$ cat config.mk
export PLATFORM = sky130hd
export DESIGN_NAME = uart_rx_fifo_flat
export DESIGN_NICKNAME = d
export VERILOG_FILES = /design/src/rtl/uart_rx_fifo_if.sv /design/src/rtl/uart_rx_fifo.sv /design/src/flat_wrapper.sv
export SDC_FILE = /design/constraint.sdc
export NUM_CORES = 1
export LEC_CHECK = 0
export BUFFER_PORTS_ARGS = -buffer_cell sky130_fd_sc_hd__buf_2
export CORE_MARGIN = 4
export CORE_UTILIZATION = 64
export CTS_CLUSTER_SIZE = 20
export DETAILED_ROUTE_END_ITERATION = 10
export PLACE_DENSITY = 0.86
export SYNTH_ARGS = -nofsm -noshare
export SYNTH_HDL_FRONTEND = slang
export SYNTH_SLANG_ARGS = --single-unit
$ cat constraint.sdc
create_clock -name clk_100MHz -period 4.4 [get_ports clk_100MHz]
set_clock_uncertainty 0.05 [all_clocks]
set_input_delay 0.66 -clock clk_100MHz [delete_from_list [all_inputs] [get_ports clk_100MHz]]
set_output_delay 0.66 -clock clk_100MHz [all_outputs]
set_load 0.02 [all_outputs]
$ cat src/rtl/uart_rx_fifo_if.sv
// Receive-path bus between the UART front end and the RX byte consumer.
// Latency: none, wires only.
// Backpressure: the consumer pops with rd_en; when the FIFO is full, arriving bytes are dropped and flagged with overrun.
// Ports: rx (serial line into the front end), rd_en (pop strobe from the consumer),
//        rd_data/empty/full/count (show-ahead FIFO view), rx_done/frame_err/overrun (one-cycle status pulses).
interface uart_rx_fifo_if #(
  parameter int DEPTH = 4
);
  logic                   rx;
  logic                   rd_en;
  logic [7:0]             rd_data;
  logic                   empty;
  logic                   full;
  logic [$clog2(DEPTH):0] count;
  logic                   rx_done;
  logic                   frame_err;
  logic                   overrun;

  // master: the UART receiver / FIFO side
  modport master (
    input  rx, rd_en,
    output rd_data, empty, full, count, rx_done, frame_err, overrun
  );

  // slave: the line driver plus the byte consumer
  modport slave (
    output rx, rd_en,
    input  rd_data, empty, full, count, rx_done, frame_err, overrun
  );
endinterface

$ cat src/rtl/uart_rx_fifo.sv
// 16x-oversampled 8N1 UART receiver feeding a small show-ahead byte FIFO.
// Latency: a byte is pushed on the stop-sample tick, 152 ticks after the start edge is seen (+2 sync clocks, +<=DIV alignment).
// Backpressure: none toward the line; a full FIFO drops good bytes (overrun) unless rd_en pops in the same cycle.
// Ports: clk_100MHz (system clock), reset (async, active-high), bus (uart_rx_fifo_if.master:
//        rx in, rd_en in, rd_data/empty/full/count out, rx_done/frame_err/overrun pulses out).
module uart_rx_fifo #(
  parameter int CLK_FREQ = 100_000_000,
  parameter int BAUD     = 9600,
  parameter int DEPTH    = 4
) (
  input  logic           clk_100MHz,
  input  logic           reset,
  uart_rx_fifo_if.master bus
);
  localparam int DIV = CLK_FREQ / (16 * BAUD);
  localparam int TW  = $clog2(DIV);
  localparam int PW  = $clog2(DEPTH);
  localparam int CW  = PW + 1;

  typedef enum logic [1:0] {IDLE, START, DATA, STOP} state_t;

  logic          rx_meta;
  logic          rx_s;
  logic [TW-1:0] tick_cnt;
  logic          tick;

  state_t        state;
  state_t        state_nxt;
  logic [3:0]    s_cnt;
  logic [2:0]    bit_idx;
  logic [7:0]    shreg;

  logic          stop_sample;
  logic          push;
  logic          pop;
  logic          drop_ovr;
  logic          drop_ferr;

  logic [7:0]    mem [DEPTH];
  logic [PW-1:0] wr_ptr;
  logic [PW-1:0] rd_ptr;
  logic [CW-1:0] count;
  logic          empty;
  logic          full;

  logic          rx_done_r;
  logic          frame_err_r;
  logic          overrun_r;

  // Two-flop synchroniser, reset to the idle line level so no false start edge follows reset.
  always_ff @(posedge clk_100MHz or posedge reset) begin
    if (reset) begin
      rx_meta <= 1'b1;
      rx_s    <= 1'b1;
    end else begin
      rx_meta <= bus.rx;
      rx_s    <= rx_meta;
    end
  end

  // Oversample tick: one pulse every DIV clocks.
  assign tick = (tick_cnt == TW'(DIV - 1));

  always_ff @(posedge clk_100MHz or posedge reset) begin
    if (reset) begin
      tick_cnt <= '0;
    end else if (tick) begin
      tick_cnt <= '0;
    end else begin
      tick_cnt <= tick_cnt + 1'b1;
    end
  end

  // FSM state register
  always_ff @(posedge clk_100MHz or posedge reset) begin
    if (reset) begin
      state <= IDLE;
    end else begin
      state <= state_nxt;
    end
  end

  // FSM next state; the FSM only moves on tick cycles
  always_comb begin
    state_nxt = state;
    if (tick) begin
      case (state)
        IDLE:    if (!rx_s) state_nxt = START;
        // 8th tick in START is the middle of the start bit; high there means it was a glitch
        START:   if (s_cnt == 4'd7) state_nxt = rx_s ? IDLE : DATA;
        DATA:    if ((s_cnt == 4'd15) && (bit_idx == 3'd7)) state_nxt = STOP;
        STOP:    if (s_cnt == 4'd15) state_nxt = IDLE;
        default: state_nxt = IDLE;
      endcase
    end
  end

  // FSM outputs: stop-bit verdict and the FIFO push decision
  always_comb begin
    stop_sample = tick && (state == STOP) && (s_cnt == 4'd15);
    // A full FIFO still takes the byte if the consumer pops in the same cycle.
    push        = stop_sample && rx_s && (!full || bus.rd_en);
    drop_ovr    = stop_sample && rx_s && full && !bus.rd_en;
    drop_ferr   = stop_sample && !rx_s;
  end

  // Bit-timing counters and shift register. s_cnt is 4 bits so it wraps to 0 at the
  // end of each 16-tick bit period in DATA/STOP without extra logic.
  always_ff @(posedge clk_100MHz or posedge reset) begin
    if (reset) begin
      s_cnt   <= '0;
      bit_idx <= '0;
      shreg   <= '0;
    end else if (tick) begin
      case (state)
        IDLE: begin
          s_cnt <= '0;
        end
        START: begin
          s_cnt   <= (s_cnt == 4'd7) ? 4'd0 : s_cnt + 4'd1;
          bit_idx <= '0;
        end
        DATA: begin
          s_cnt <= s_cnt + 4'd1;
          if (s_cnt == 4'd15) begin
            // LSB arrives first, so shifting right leaves it in bit 0 after 8 bits
            shreg   <= {rx_s, shreg[7:1]};
            bit_idx <= bit_idx + 3'd1;
          end
        end
        STOP: begin
          s_cnt <= s_cnt + 4'd1;
        end
        default: begin
          s_cnt <= '0;
        end
      endcase
    end
  end

  // Status pulses, registered on the stop-sample edge.
  always_ff @(posedge clk_100MHz or posedge reset) begin
    if (reset) begin
      rx_done_r   <= 1'b0;
      frame_err_r <= 1'b0;
      overrun_r   <= 1'b0;
    end else begin
      rx_done_r   <= push;
      frame_err_r <= drop_ferr;
      overrun_r   <= drop_ovr;
    end
  end

  // FIFO
  assign pop   = bus.rd_en && !empty;
  assign empty = (count == '0);
  assign full  = (count == CW'(DEPTH));

  // Storage is deliberately left unreset; rd_data is masked while empty.
  always_ff @(posedge clk_100MHz) begin
    if (push) begin
      mem[wr_ptr] <= shreg;
    end
  end

  always_ff @(posedge clk_100MHz or posedge reset) begin
    if (reset) begin
      wr_ptr <= '0;
      rd_ptr <= '0;
      count  <= '0;
    end else begin
      if (push) wr_ptr <= wr_ptr + 1'b1;
      if (pop)  rd_ptr <= rd_ptr + 1'b1;
      case ({push, pop})
        2'b10:   count <= count + 1'b1;
        2'b01:   count <= count - 1'b1;
        default: count <= count;
      endcase
    end
  end

  assign bus.rd_data   = empty ? 8'h00 : mem[rd_ptr];
  assign bus.empty     = empty;
  assign bus.full      = full;
  assign bus.count     = count;
  assign bus.rx_done   = rx_done_r;
  assign bus.frame_err = frame_err_r;
  assign bus.overrun   = overrun_r;
endmodule
$ cat src/flat_wrapper.sv
// flat-port wrapper written by rule: the top's interface ports become plain ports
module uart_rx_fifo_flat 
#(
  parameter int CLK_FREQ = 100_000_000,
  parameter int BAUD     = 9600,
  parameter int DEPTH    = 4
)
  (clk_100MHz, reset, bus_rx, bus_rd_en, bus_rd_data, bus_empty, bus_full, bus_count, bus_rx_done, bus_frame_err, bus_overrun);
  uart_rx_fifo_if #(.DEPTH(DEPTH)) bus_i ();
  input  logic clk_100MHz;
  input  logic reset;
  input wire logic [$bits(bus_i.rx)-1:0] bus_rx;
  input wire logic [$bits(bus_i.rd_en)-1:0] bus_rd_en;
  output wire logic [$bits(bus_i.rd_data)-1:0] bus_rd_data;
  output wire logic [$bits(bus_i.empty)-1:0] bus_empty;
  output wire logic [$bits(bus_i.full)-1:0] bus_full;
  output wire logic [$bits(bus_i.count)-1:0] bus_count;
  output wire logic [$bits(bus_i.rx_done)-1:0] bus_rx_done;
  output wire logic [$bits(bus_i.frame_err)-1:0] bus_frame_err;
  output wire logic [$bits(bus_i.overrun)-1:0] bus_overrun;
  assign bus_i.rx = bus_rx;
  assign bus_i.rd_en = bus_rd_en;
  assign bus_rd_data = bus_i.rd_data;
  assign bus_empty = bus_i.empty;
  assign bus_full = bus_i.full;
  assign bus_count = bus_i.count;
  assign bus_rx_done = bus_i.rx_done;
  assign bus_frame_err = bus_i.frame_err;
  assign bus_overrun = bus_i.overrun;
  uart_rx_fifo #(.CLK_FREQ(CLK_FREQ), .BAUD(BAUD), .DEPTH(DEPTH)) u_core (.clk_100MHz(clk_100MHz), .reset(reset), .bus(bus_i));
endmodule
Word-level counts from Yosys, hierarchy flattened
Memories as Yosys holds them, arrays and structs flattened.
Index checks and enable logic that the tools add are counted.

word-level totals
  bits in registers = 39
  word-level logic and storage cells = 73
  memories = 1
  input port bits = 4
  bits in writable memories = 32
  output and inout port bits = 16

memories
  memory      words  bits a word  read ports  clocked after memory_dff  write ports  RTL line            text
  u_core.mem  4      8            1           0                         1            uart_rx_fifo.sv:39  logic [7:0] mem [DEPTH];

cells by class
  add/sub/neg operators = 7
  reductions and logical operators = 22
  mux-type cells = 15
  equality and inequality tests = 15

operators by type and width
  cell                   number
  $pmux 3 s2             2
  $pmux 4 s3             1
  $add 10x1->10 const B  1
  $eq 10x10->1 const B   1
  $mux 10                1
  $mux 2                 5
  $logic_and 1x1->1      9
  $mux 8                 1
  $ne 2x1->1 const B     4
  $pmux 2 s4             1
  $add 3x1->3 const B    2
  $eq 2x2->1 const B     3
  $eq 3x3->1 const B     2
  $reduce_and 3->1       2
  $reduce_and 5->1       1
  $add 2x1->2 const B    2
  $add 4x1->4 const B    1
  $eq 2x1->1 const B     2
  $eq 4x3->1 const B     1
  $eq 4x4->1 const B     1
  $logic_not 1->1        4
  $mux 4                 1
  $reduce_bool 2->1      2
  $logic_not 3->1        1
  7 further kinds        8

Logic depth before layout (Yosys ltp)
  depth after elaboration = 7
  mapped depth = 12
  mapped depth without buffers = 12

Worst setup path before layout
No wires, ideal clock.

  kind = reg2reg
  from = reg u_core.tick_cnt[4]
  to = reg u_core.count[2], in the netlist u_core.bus.count[2]
  library setup time = 0.132 ns
  path buffers = 0
  stages on the path, launching flop included = 11
  arrival = 2.622 ns
  data required time = 4.218 ns
  path slack = 1.596 ns
  clock period less this slack = 2.804 ns
  path through = dfrtp_1 or4b_4 or4_4 nor3b_4 inv_1 ha_1 inv_1 fa_1 xor2_1 nor2_1 xor2_1

on the way
  cells in the longest elaborated chain, start to end = 7
  elaborated cells between the ends (all ways) = 9
  those cells by class = 3 x eq/ne; 1 x mux; 5 x reduce/logical

RTL lines
  what                                                    RTL line             text
  start, declared                                         uart_rx_fifo.sv:24   logic [TW-1:0] tick_cnt;
  start signal, assigned                                  uart_rx_fifo.sv:70   tick_cnt <= tick_cnt + 1'b1;
  $eq 10x10->1 *                                          uart_rx_fifo.sv:62   assign tick = (tick_cnt == TW'(DIV - 1));
  $logic_and 1x1->1 * (2 in a row)                        uart_rx_fifo.sv:100  stop_sample = tick && (state == STOP) && (s_cnt == 4'd15);
  $logic_and 1x1->1 * (2 in a row)                        uart_rx_fifo.sv:102  push = stop_sample && rx_s && (!full || bus.rd_en);
  net u_core.push                                         uart_rx_fifo.sv:34   logic push;
  $eq 2x1->1 / $eq 2x2->1 (equally long branches)         uart_rx_fifo.sv:174  case ({push, pop})
  $pmux 3 s2 / $reduce_bool 2->1 (equally long branches)  n/a
  end signal, assigned                                    uart_rx_fifo.sv:175  2'b10: count <= count + 1'b1;
  end signal, assigned                                    uart_rx_fifo.sv:176  2'b01: count <= count - 1'b1;
  end signal, assigned                                    uart_rx_fifo.sv:177  default: count <= count;
  end, declared                                           uart_rx_fifo.sv:42   logic [CW-1:0] count;

Mark *: on every way through the listed nets, which the timed path passes. The rest lies on a longest branch.
A chain may end at the register's enable or synchronous reset.

Worst setup path in the final report
Same ends and word-level chain as after synthesis.

==> impl_metrics.ini <==
[run_status]
status = finished, final reports clean

[power]
pwr_density_cell_nw_per_um2 = 418
share_comb_of_total_power = 0.122
leakagePower_nw = 1.53
switchingPower_uw = 376
seqPwrFrac = 0.535
p_int_mw = 1.07
pwr-share-clk = 0.343
swShare = 0.259
vdd_drop_max_mv = 0.223
finalPower_mw = 1.45

[setup_path]
cp.arrival_ns = 3.15
required_ns = 4.58
crit_fanout = 8
cp-end-kind = register
path_class = register to register
crit_slowest_cell = or4b_4
startpoint_type = register
timing.rr.start = u_core.tick_cnt[4]$_DFF_PP0_
worst_path_largest_cell_delay_ns = 0.56
worstPathCellList = or4b_4, or4_4, nor3b_4, inv_1, ha_1, inv_1, fa_1, xor2_1, nor2_1, xor2_1
cp-startpoint = u_core.tick_cnt[4]$_DFF_PP0_

[layout]
nNetsFinal = 259
fin_util = 0.735
fillCellCount = 296
diodes = 0
final-instance-count-excl-fill = 316
drive_above_1_share = 0.257
design_area_um2 = 3470
syn_to_final_growth_pct = 10.7

[logic_synthesis]
synth_cells = 221
yosysSeqAreaShare = 0.618
synthAdderAreaFrac = 0.0463
syn-cell-area_um2 = 3140
synthTopCellsByArea = edfxtp_1, dfrtp_1, mux4_2, ha_1, mux2_2
synth_top_family_by_area = simple AND/OR/NAND/NOR gates
ys_async_sr_fraction = 0.549
synth.avg_cell_area_um2 = 14.2
yosys_warnings = 0
synth_nets = 236
synth-edff-count = 32
synth_seq_cells = 71
synth_top_area_cell = edfxtp_1
synth_simple_gate_area_frac = 0.127
synthMuxAreaShare = 0.0977
synthXorXnorAreaFrac = 0.0391
synth_compound_area_frac = 0.0407
yosysUniqueCellTypes = 45
synth_top_area_frac = 0.306
synthFlopType = dfrtp_1

[die]
die_w_um = 78.0
coreArea_um2 = 4720
dieArea_um2 = 6090
die_h_um = 78.0
pin_count = 20
start_util = 0.664
rows = 25

[global_route]
overflow = 0
antenna_found_initial = 0
grt_max_degree = 40
grt_pass1_vias = 1817
grt_usage = 0.195
grt_pass1_wl_um = 8840

[drt]
post-route-drc-count = 0
drt_iter0_drc = 68
avgRoutedWirePerCell_um = 16.1
met2WireLength_um = 2710
top_layer = met4
m1WireLength_um = 2100
wl_met3_um = 184
postRouteAntennaNets = 0
drtPass1Iterations = 4
wl_um = 5080
via_per_inst = 5.51
vias = 1740

[timing]
whs_ns = 0.307
setup_viol_count_final = 0
rsz0062_at_grt = no
tightest_slew_ns = 0.610
slew_headroom = 0.593
fmax_mhz = 337
hold_viol = 0
min_period_ns = 2.97
fin_setup_tns_ns = 0
setup_slack_ns = 1.43
slew_violations = 0
period_share = 0.674

[placement]
placed_area_um2 = 3280
post-place-cells = 300
post-place-ws_ns = 1.43
portBuffers = 19
place.gp.congestion = 0.763
dp.final_hpwl_um = 3320

[clocking]
cts_tree = built
path_clk_slew_ns = 0.07
cts_made_buffers = 9
cts_hold_buf = 0
h-tree-depth = 3
post_cts_resized = 0
post_cts_buffers = 0
cts_buffer_depth = 2
clock-sinks = 71
cts-root-buf = clkbuf_8
clk_latency_ns = 0.34

[hold_path]
hold_path.class = register to register
hp-start = u_core.rx_meta$_DFF_PP1_

[run]
max-cap-violations = 0
==> power by group through the flow <==
stage / Sequential (mW) / Combinational, mW / Clock [mW]
floorplan: 0.762 / 0.152 / 0
global placement: 0.788 / 0.168 / 0
detailed placement: 0.791 / 0.180 / 0
CTS: 0.778 / 0.181 / 0.508
global route: 0.785 / 0.197 / 0.540
finish: 0.776 / 0.177 / 0.498
==> worst max-delay path, delay by kind of cell (launching register included) <==
family                     cells  cell delay [ns]
xor gates and xnor gates       2             0.30
adders and majority gates      2             0.40
buffers and inverters          2             0.16
DFF                            1             0.42
and+or+nand+nor                4             1.55
==> cells in the mapped netlist (3+ instances only) <==
master / instances
edfxtp_1: 32
nor3_1: 4
xnor2_1: 9
clkbuf_1: 5
mux2_2: 9
nand2_1: 11
dfrtp_1: 37
and2_1: 11
nand4_1: 3
and2_2: 4
a31oi_1: 4
o21ai_0: 6
nand3_1: 5
ha_1: 10
inv_1: 13
nor4b_1: 3
nor2_1: 10
mux4_2: 8
xor2_1: 5
==> flip-flops by register name, summed over array words and instances (netlist names), named ones only <==
signal / cells
u_core.shreg: 8
u_core.rx_meta: 1
u_core.bus.rx_done: 1
u_core.rx_s: 1
u_core.rd_ptr: 2
u_core.wr_ptr: 2
u_core.bus.count: 3
u_core.tick_cnt: 10
u_core.mem: 32
u_core.bus.frame_err: 1
u_core.bus.overrun: 1
u_core.bit_idx: 3
u_core.state: 1
u_core.s_cnt: 4
==> worst paths after layout <==
kind / endpoint / slack [ns] / cells after the start
worst max-delay path: u_core.bus.count[2]$_DFFE_PP0P_ / 1.43 / 10
worst min-delay path: u_core.rx_s$_DFF_PP1_ / 0.31 / 0
worst max register to register: u_core.bus.count[2]$_DFFE_PP0P_ / 1.43 / 10
worst min register to register: u_core.rx_s$_DFF_PP1_ / 0.31 / 0
max in group asynchronous: u_core.rx_meta$_DFF_PP1_ / 3.54 / 3
min in group asynchronous: u_core.tick_cnt[5]$_DFF_PP0_ / 0.38 / 3
==> area by class of cell <==
type	count	area (um2)	area share
clock buffer	12	145	0.0418
clock inverter	4	45.0	0.0130
inverter	13	48.8	0.0141
multi-input combinational	128	1100	0.317
sequential	71	1940	0.559
tap	67	83.8	0.0241
timing repair buffer	21	110	0.0317
==> layout by cell type, fill, tap and decap left out, types with 2 or more instances in the layout <==
cell type,count
and2_2,4
or3_1,2
o2bb2ai_1,2
nand2_1,11
edfxtp_1,32
inv_1,13
mux4_2,8
buf_2,19
buf_4,2
nand3_1,5
ha_1,10
and3_1,2
nor3b_1,2
nor4b_1,3
nor3_1,4
nor2_1,10
clkbuf_1,2
mux2_2,9
nand4_1,3
clkinv_2,3
o21ai_0,6
dfrtp_1,37
a22o_1,2
clkbuf_8,10
xnor2_1,9
dfstp_2,2
and2_1,11
xor2_1,5
a31oi_1,4
==> kinds of logic after synthesis <==
| logic type | Yosys count |
|---|---|
| flip-flops | 71 |
| AND/OR/NAND/NOR | 65 |
| buffers and inverters | 22 |
| AO/OA/AOI/OAI | 19 |
| multiplexers | 19 |
| XOR/XNOR | 14 |
| adder cells (fa/ha/maj) | 11 |
==> routing by layer <==
metal  vias to the layer above  global-route usage
met1                       860               0.242
met4                         0              0.0892
met3                         8              0.0482
li1                        839                   -
met5                         -                   0
met2                        33               0.324
Note: power is estimated with default switching activity, not from simulation.
